==> src/rtl/l1_trigger_qualifier.sv <==
// l1_trigger_qualifier
//
// Qualifies raw per-beam triggers from the beamformer and forms the global
// L1 decision. Each beam is masked and registered. A qualified beam trigger
// then starts that beam's holdoff, which suppresses further pulses from the
// beam for holdoff_i cycles. The global L1 is formed from the qualified beams,
// either as an OR or as an M-of-N majority. Saturating per-beam rate scalers
// count qualified pulses over a programmable gate. At the end of each gate the
// counts are latched into a bank. The bank can be read one beam at a time
// through a registered mux.
//
// Ports
//   aclk          clock, all logic synchronous to it
//   reset_i       asynchronous active-high reset
//   beam_trig_i   raw beam triggers, one level per cycle
//   mask_i        1 disables the corresponding beam
//   mode_i        0 = global OR, 1 = majority
//   majority_i    majority threshold M, 0 behaves as 1
//   holdoff_i     dead cycles after each qualified beam trigger
//   period_i      scaler gate length minus 1, in aclk cycles
//   scal_sel_i    beam index for scaler readout
//   trigger_o     qualified per-beam trigger pulses
//   l1_o          global L1 trigger pulse
//   scal_o        latched scaler of beam scal_sel_i
//   scal_valid_o  one-cycle pulse when a new scaler set has been latched

module l1_trigger_qualifier #(
  parameter int NBEAMS       = 2,
  parameter int HOLDOFF_BITS = 8,
  parameter int PERIOD_BITS  = 24,
  parameter int SCALER_BITS  = 16,
  localparam int SELW        = (NBEAMS > 1) ? $clog2(NBEAMS) : 1,
  localparam int MAJW        = $clog2(NBEAMS + 1)
) (
  input  logic                    aclk,
  input  logic                    reset_i,
  input  logic [NBEAMS-1:0]       beam_trig_i,
  input  logic [NBEAMS-1:0]       mask_i,
  input  logic                    mode_i,
  input  logic [MAJW-1:0]         majority_i,
  input  logic [HOLDOFF_BITS-1:0] holdoff_i,
  input  logic [PERIOD_BITS-1:0]  period_i,
  input  logic [SELW-1:0]         scal_sel_i,
  output logic [NBEAMS-1:0]       trigger_o,
  output logic                    l1_o,
  output logic [SCALER_BITS-1:0]  scal_o,
  output logic                    scal_valid_o
);

  logic [NBEAMS-1:0]       m_q;
  logic [HOLDOFF_BITS-1:0] hc_q     [NBEAMS];
  logic [SCALER_BITS-1:0]  cnt_q    [NBEAMS];
  logic [SCALER_BITS-1:0]  bank_q   [NBEAMS];
  logic [SCALER_BITS-1:0]  cnt_next [NBEAMS];
  logic [PERIOD_BITS-1:0]  gate_q;
  logic [MAJW-1:0]         n_trig;
  logic [MAJW-1:0]         thresh;
  logic                    gate_end;
  logic [SCALER_BITS-1:0]  sel_bank;

  // Input stage: drop masked beams and register the rest, so the holdoff
  // logic only ever sees a clean, registered view of the enabled beams.
  always_ff @(posedge aclk or posedge reset_i) begin
    if (reset_i) begin
      m_q <= '0;
    end else begin
      m_q <= beam_trig_i & ~mask_i;
    end
  end

  // Per-beam holdoff. A running countdown always wins over a new trigger.
  // This makes the beam dead for exactly holdoff_i cycles after each pulse.
  // holdoff_i is sampled only when the counter is loaded, so changing it
  // never disturbs a countdown that is already in progress.
  always_ff @(posedge aclk or posedge reset_i) begin
    if (reset_i) begin
      trigger_o <= '0;
      for (int b = 0; b < NBEAMS; b++) begin
        hc_q[b] <= '0;
      end
    end else begin
      for (int b = 0; b < NBEAMS; b++) begin
        if (hc_q[b] != '0) begin
          trigger_o[b] <= 1'b0;
          hc_q[b]      <= hc_q[b] - 1'b1;
        end else if (m_q[b]) begin
          trigger_o[b] <= 1'b1;
          hc_q[b]      <= holdoff_i;
        end else begin
          trigger_o[b] <= 1'b0;
        end
      end
    end
  end

  // Count the qualified beams firing this cycle. A threshold of zero is
  // promoted to one, so majority mode never fires on an empty cycle.
  always_comb begin
    n_trig = '0;
    for (int b = 0; b < NBEAMS; b++) begin
      n_trig = n_trig + MAJW'(trigger_o[b]);
    end
    thresh = (majority_i == '0) ? MAJW'(1) : majority_i;
  end

  // Global L1 decision. A threshold above NBEAMS can never be reached,
  // because n_trig is at most NBEAMS.
  always_ff @(posedge aclk or posedge reset_i) begin
    if (reset_i) begin
      l1_o <= 1'b0;
    end else if (mode_i) begin
      l1_o <= (n_trig >= thresh);
    end else begin
      l1_o <= (n_trig != '0);
    end
  end

  // Saturating next count for each beam. The same value feeds both the
  // running counter and the bank, so a pulse on the terminal cycle is still
  // counted in the period that is closing.
  always_comb begin
    for (int b = 0; b < NBEAMS; b++) begin
      cnt_next[b] = (cnt_q[b] == '1) ? cnt_q[b] : cnt_q[b] + SCALER_BITS'(trigger_o[b]);
    end
    gate_end = (gate_q >= period_i);
  end

  // Gate counter and scaler bank. The terminal test uses >= so that lowering
  // period_i below the current count closes the gate on the next cycle
  // instead of waiting for the counter to wrap.
  always_ff @(posedge aclk or posedge reset_i) begin
    if (reset_i) begin
      gate_q       <= '0;
      scal_valid_o <= 1'b0;
      for (int b = 0; b < NBEAMS; b++) begin
        cnt_q[b]  <= '0;
        bank_q[b] <= '0;
      end
    end else begin
      scal_valid_o <= gate_end;
      if (gate_end) begin
        gate_q <= '0;
        for (int b = 0; b < NBEAMS; b++) begin
          bank_q[b] <= cnt_next[b];
          cnt_q[b]  <= '0;
        end
      end else begin
        gate_q <= gate_q + 1'b1;
        for (int b = 0; b < NBEAMS; b++) begin
          cnt_q[b] <= cnt_next[b];
        end
      end
    end
  end

  // Readout mux. Selecting a beam that does not exist reads back zero
  // rather than aliasing onto another beam.
  always_comb begin
    sel_bank = '0;
    for (int b = 0; b < NBEAMS; b++) begin
      if (scal_sel_i == SELW'(b)) begin
        sel_bank = bank_q[b];
      end
    end
  end

  // Register the readout. A freshly latched bank therefore appears on
  // scal_o one cycle after scal_valid_o.
  always_ff @(posedge aclk or posedge reset_i) begin
    if (reset_i) begin
      scal_o <= '0;
    end else begin
      scal_o <= sel_bank;
    end
  end

endmodule

==> config.mk <==
export PLATFORM = sky130hd
export DESIGN_NAME = l1_trigger_qualifier
export DESIGN_NICKNAME = d
export VERILOG_FILES = /design/src/rtl/l1_trigger_qualifier.sv
export SDC_FILE = /design/constraint.sdc
export NUM_CORES = 1
export LEC_CHECK = 0
export CAP_MARGIN = 20
export CORE_ASPECT_RATIO = 1.4
export CORE_MARGIN = 2
export CORE_UTILIZATION = 40
export CTS_BUF_LIST = sky130_fd_sc_hd__clkbuf_8
export CTS_CLUSTER_DIAMETER = 80
export DETAILED_ROUTE_END_ITERATION = 16
export RECOVER_POWER = 50
export SLEW_MARGIN = 40
export SYNTH_ARGS = -nofsm -noshare
export SYNTH_HDL_FRONTEND = slang
export SYNTH_SLANG_ARGS = --single-unit
==> constraint.sdc <==
create_clock -name aclk -period 11.8 [get_ports aclk]
set_input_delay 2.36 -clock aclk [delete_from_list [all_inputs] [get_ports aclk]]
set_output_delay 2.36 -clock aclk [all_outputs]
set_load 0.02 [all_outputs]
==> results of run 1 <==
## cells by family (layout without fill, tap and decap cells)
group                    count (synthesis)  after routing  synth area share
XOR/XNOR                                52             52            0.0722
AND/OR/NAND/NOR                        221            221             0.167
AO/OA/AOI/OAI                           66             66            0.0605
buffers and inverters                   86            164            0.0642
multiplexers                            39             39            0.0628
adder cells (fa/ha/maj)                 37             37            0.0733
flip-flops                             126            126             0.500
## power breakdown
group | internal [mW] | switching [mW]
sequential | 0.444 | 0.0126
clock | 0.214 | 0.175
combinational | 0.0294 | 0.0328
## final cells by class
class	instances	area, um2
fill	1444	8090
clock inverter	14	168
clock buffer	18	248
timing repair buffer	64	623
sequential	126	3150
tap	196	245
inverter	68	256
multi-input combinational	415	2760
## final timing paths
path / slack (ps) / from / end / cells past startpoint
setup reg to reg: 8370 / gate_q[21]$_DFF_PP0_ / bank_q[0]$_DFFE_PP0P_ / 8
hold reg to reg: 490 / hc_q[7]$_DFFE_PP0P_ / hc_q[7]$_DFFE_PP0P_ / 1
setup / recovery: 4720 / reset_i / cnt_q[19]$_DFF_PP0_ / 3
min in group asynchronous: 3210 / reset_i / gate_q[6]$_DFF_PP0_ / 2
max in group aclk: 6380 / period_i[19] / bank_q[0]$_DFFE_PP0P_ / 10
hold / removal: 490 / hc_q[7]$_DFFE_PP0P_ / hc_q[7]$_DFFE_PP0P_ / 1
## metal layers
layer,vias to the layer above,global-route usage
li1,2236,-
met1,2238,0.188
met2,75,0.283
met3,15,0.0385
met4,0,0.0565
met5,-,0
## placed cells by master (no fill, tap or decap), types with 6 or more instances in the layout
master	synthesis	routed
nand2b_1	7	7
nand3_1	27	27
nand2_1	48	48
o21ai_0	30	30
nand4_1	19	19
a21oi_1	15	15
dfrtp_1	126	126
and3_1	6	6
inv_1	68	67
nor2b_1	7	7
nor3_1	8	8
xor2_1	28	28
dlygate4sd3_1	0	12
nor2_1	77	77
mux2i_1	34	34
clkbuf_8	0	18
clkdlybuf4s50_1	0	48
ha_1	37	37
xnor2_1	24	24
## state kept, by name, summed over array words and instances, names as in the netlist
signal	cells
bank_q	32
cnt_q	32
gate_q	24
hc_q	16
scal_o	16
m_q	2
trigger_o	2
l1_o	1
scal_valid_o	1
==> metrics.txt, run 1 <==
WL/cell=14.1 um; Post-synth EDFFs=0; crit start category=input pin; max_cap viols=3; Finished Core Util=0.480; Post-DRT Antenna Nets=0; WL met1=approximately 5.5 mm; critical path arrival=between 6000 and 7000 ps; syn nets=about 710; most common cell in the netlist=dfrtp_1; top post-synthesis cells by count=dfrtp_1, nor2_1, inv_1, nand2_1, ha_1; pin count of the biggest net entering global routing=67; routed wl met2=between 6 and 7 mm; final hold slack=about 490 ps; n_diodes=0; initial antenna violation count=0; final hold vios=0; setup TNS=0 ps; final instance area=7450 um2; setup bufs post-CTS=0; via count=~4600; WP data required=about 12000 ps; Least-Margin Pin Slew=between 3000 and 4000 ps; max_slew headroom=-1.08; GRT Resource Usage Total=0.161; vias in the first global route=between 4000 and 5000; Buffers & Inverters on Critical Path=3; Leak Pwr=about 3.4 nW; Max Transition Viols Final=145; Synth Cell Area=around 6300 um2; Distinct cells, synth=39; Syn. warnings=0; area added between synthesis and finish=18.1%; Critical Path Fanout Max=66; core area=~16000 um2; final setup fails=0; Non-Filler Instances=between 900 and 1000; Met3 Wirelength=about 450 um; fraction of layout cells with a size suffix above 1=0.0567; CTS sink count=around 130; synth top area cells=dfrtp_1, ha_1, mux2i_1; skew final=about 11 ps; Hold Crit Class=reg -> reg; Cells after Synth=~630; TritonRoute pass-1 iters=4; part of the cycle the worst path needs=0.600; row count=54; Fmax=~0.14 GHz; ys async rst share=1.00; failing checks=capacitance limit, slew limit; setup ws final=about 4700 ps; total gr overflow=0; htree depth=4; first-pass GRT wire length=around 22 mm; CP max stage delay=between 2000 and 2500 ps; initial drt markers=190; CP max stage cell=clkbuf_1; PortBufs=61; DRC errors left=0; Clk pin slew, worst setup/hold paths=80 ps; status=finished with violations; Period minus WS final=between 7000 and 8000 ps; crit end category=async pin; Total Wirelength=between 10 and 15 mm; clock tree buffer depth=2; Inserted Clock Buffers=17; root buffer cell=clkbuf_8; CTS tree=yes; Post-synth top flop=dfrtp_1; nets=771; Initial Utilization=0.406; Detail Placement HPWL=about 9.1 mm; pre-CTS setup slack=just under 6000 ps; Peak VDD IR=about 66 uV; Resized Gates After CTS=0; GP Congestion=about 0.81; worst-path cell chain=dlygate4sd3_1 -> clkinvlp_2 -> clkbuf_1; CP top delay family=buffers and inverters; Crit Path Class=in -> async; Die Area=roughly 17000 um2; DIE HEIGHT=~150 um; cell taking the most area after synthesis=dfrtp_1; vias per cell=5.07; # hold bufs at CTS=0; sequential cell area fraction in the yosys report=0.500; io pins=62; placed insts=869; clk_lat worst skew=430 ps; synthesized flop and latch total=around 130; dpl cell area=about 7000 um2; Syn Area/Cell=around 10 um2; Design Power=roughly 910 uW; Yosys top cell area share=0.500; RSZ-0062 raised after global routing=false; Top Layer Used=met4; PD cells=between 100 and 150 nW/um2; chip width=between 100 and 150 um
Power figures use the tool's default switching activity.
==> inputs of run 2 (changes only) <==
==> constraint.sdc (replaced) <==
create_clock -name aclk -period 6.3 [get_ports aclk]
set_input_delay 1.26 -clock aclk [delete_from_list [all_inputs] [get_ports aclk]]
set_output_delay 1.26 -clock aclk [all_outputs]
set_load 0.02 [all_outputs]
==> metrics.txt, run 2 (synthesis results as in run 1) <==
status=finished with violations; failing checks=capacitance limit, slew limit; initial drt markers=267 (+41%); Resized Gates After CTS=0 (unchanged); WL/cell=14.2 um (+0.91%); Hold Crit Class=reg -> reg; PD cells=228 nW/um2 (+87%); initial antenna violation count=0 (unchanged); setup bufs post-CTS=0 (unchanged); Inserted Clock Buffers=17 (unchanged); htree depth=4 (unchanged); root buffer cell=clkbuf_8; final hold vios=0 (unchanged); Post-DRT Antenna Nets=0 (unchanged); n_diodes=0 (unchanged); Detail Placement HPWL=9.15 mm (+0.92%); row count=54 (unchanged); R2R Setup Slk=3480 ps (-4890 ps); max_slew headroom=-0.883 (+0.201); critical path startpoint=period_i[19]; RR Startpoint=gate_q[21]$_DFF_PP0_; Total Wirelength=12.8 mm (+1.1%); worst-path cell chain=clkdlybuf4s50_1 -> inv_1 -> ha_1 -> nand4_1 -> or4_1 -> o211ai_1 -> o21bai_4 -> buf_8 -> buf_4 -> mux2i_1; area added between synthesis and finish=18.6%; CTS sink count=126 (unchanged); WHS Path Cells=1 (unchanged); PortBufs=61 (unchanged); clk_lat worst skew=430 ps (about the same); clock tree buffer depth=2 (unchanged); final setup fails=0 (unchanged); GRT Resource Usage Total=0.165 (+0.00359); placed insts=870 (+0.12%); biggest regs=bank_q x32, cnt_q x32, gate_q x24; fillcell total=1443 (-0.069%); CTS tree=yes; Clk pin slew, worst setup/hold paths=70 ps (about the same); commonest non-fill, non-tap cell in the layout=dfrtp_1; Initial Utilization=0.406 (unchanged); FF-to-FF End=bank_q[17]$_DFFE_PP0P_; R2R cell count=8 (unchanged); Hold Path Sink=hc_q[15]$_DFFE_PP0P_; vias per cell=5.02 (-0.96%); setup TNS=0 ps (unchanged); total gr overflow=0 (unchanged); crit end category=flop; fraction of layout cells with a size suffix above 1=0.0594 (+0.00267); DIE HEIGHT=153 um (unchanged); Least-Margin Pin Slew=2810 ps (-317 ps); Fmax=0.269 GHz; WP data required=6650 ps (-4990 ps); Critical Path Fanout Max=22 (-67%); RSZ-0062 raised after global routing=false; CP max stage delay=610 ps (-1700 ps); TritonRoute pass-1 iters=4 (unchanged); nets=773 (+0.26%); CP max stage cell=or4_1; Die Area=16800 um2 (unchanged); first-pass GRT wire length=21.9 mm (+0.86%); Period minus WS final=roughly 3700 ps; pin count of the biggest net entering global routing=65 (-3.0%); most frequent cells in the layout=dfrtp_1, nor2_1, inv_1; crit start category=input pin; max_cap viols=1 (-2); Non-Filler Instances=903 (+0.22%); GP Congestion=0.780 (-3.5%); io pins=62 (unchanged); setup ws final=2580 ps (-2140 ps); chip width=110 um (unchanged); pre-CTS setup slack=2050 ps (-3890 ps); final hold slack=488 ps (+2.63 ps); Crit Path Class=in -> reg; Max Transition Viols Final=64 (-56%); Peak VDD IR=145 uV (+120%); Leak Pwr=3.45 nW (+0.72%); vias in the first global route=4742 (-0.75%); via count=4530 (-0.74%); DRC errors left=0 (unchanged); critical path arrival=4060 ps (-2860 ps); skew final=12.0 ps (+0.853 ps); part of the cycle the worst path needs=0.590; critical hold path startpoint=hc_q[15]$_DFFE_PP0P_; core area=15500 um2 (unchanged); # hold bufs at CTS=0 (unchanged); Design Power=1.71 mW (+88%)
run 2: cell count changes in the layout (fill, tap and decap cells not counted):
cell,change
clkinv_4,-2
mux2_2,+1
buf_4,+1
inv_6,-1
mux2_1,-1
clkbuf_1,-1
buf_8,+1
clkdlybuf4s50_1,+7
buf_6,+1
clkbuf_8,+2
clkinv_2,-1
inv_1,+2
dlygate4sd3_1,-7
run 2: area by class of cell:
| type | instances | area (um2) | area share |
|---|---|---|---|
| flip-flops and latches | 126 | 3150 | 0.421 |
| multi-input cells | 415 | 2760 | 0.369 |
| repair buffers | 66 | 653 | 0.0872 |
| clock buffers | 20 | 275 | 0.0368 |
| inverters | 68 | 256 | 0.0343 |
| well taps | 196 | 245 | 0.0328 |
| clock inverters | 12 | 144 | 0.0192 |
run 2: metrics by stage:
step | cell area (um2) | utilization
after floorplan | 6310 | -
after global placement | 7060 | 0.454
after detailed placement | 7060 | 0.454
after CTS | 7480 | 0.481
after global routing | 7490 | 0.482
final | 7490 | 0.482
run 2: layer usage:
layer / vias up / GRT usage / wire, um
met5: - / 0 / 0
met4: 0 / 0.0607 / 264
met2: 80 / 0.291 / 6820
li1: 2231 / - / -
met1: 2193 / 0.190 / 5240
met3: 26 / 0.0376 / 490
run 2: where the power goes:
| group | total [mW] | internal, mW | switching, mW |
|---|---|---|---|
| logic | 0.119 | 0.0566 | 0.0620 |
| clock network | 0.733 | 0.418 | 0.314 |
| registers | 0.856 | 0.832 | 0.0236 |
| total | 1.71 | 1.31 | 0.400 |
run 2: worst max path at each step:
stage	end	slack, ps	cells past startpoint
final	bank_q[17]$_DFFE_PP0P_	2580	10
after global routing	bank_q[22]$_DFFE_PP0P_	2230	3
after CTS	bank_q[17]$_DFFE_PP0P_	2490	8
after detailed placement	bank_q[17]$_DFFE_PP0P_	2050	8
after global placement	bank_q[6]$_DFFE_PP0P_	2160	8
after floorplan	bank_q[0]$_DFFE_PP0P_	1680	1
run 2: critical path: cells and delay by family:
family / cells / cell delay (ps)
adder cells (fa/ha/maj): 1 / 300
AO/OA/AOI/OAI: 2 / 450
buffers and inverters: 4 / 1030
AND/OR/NAND/NOR: 2 / 750
multiplexers: 1 / 240
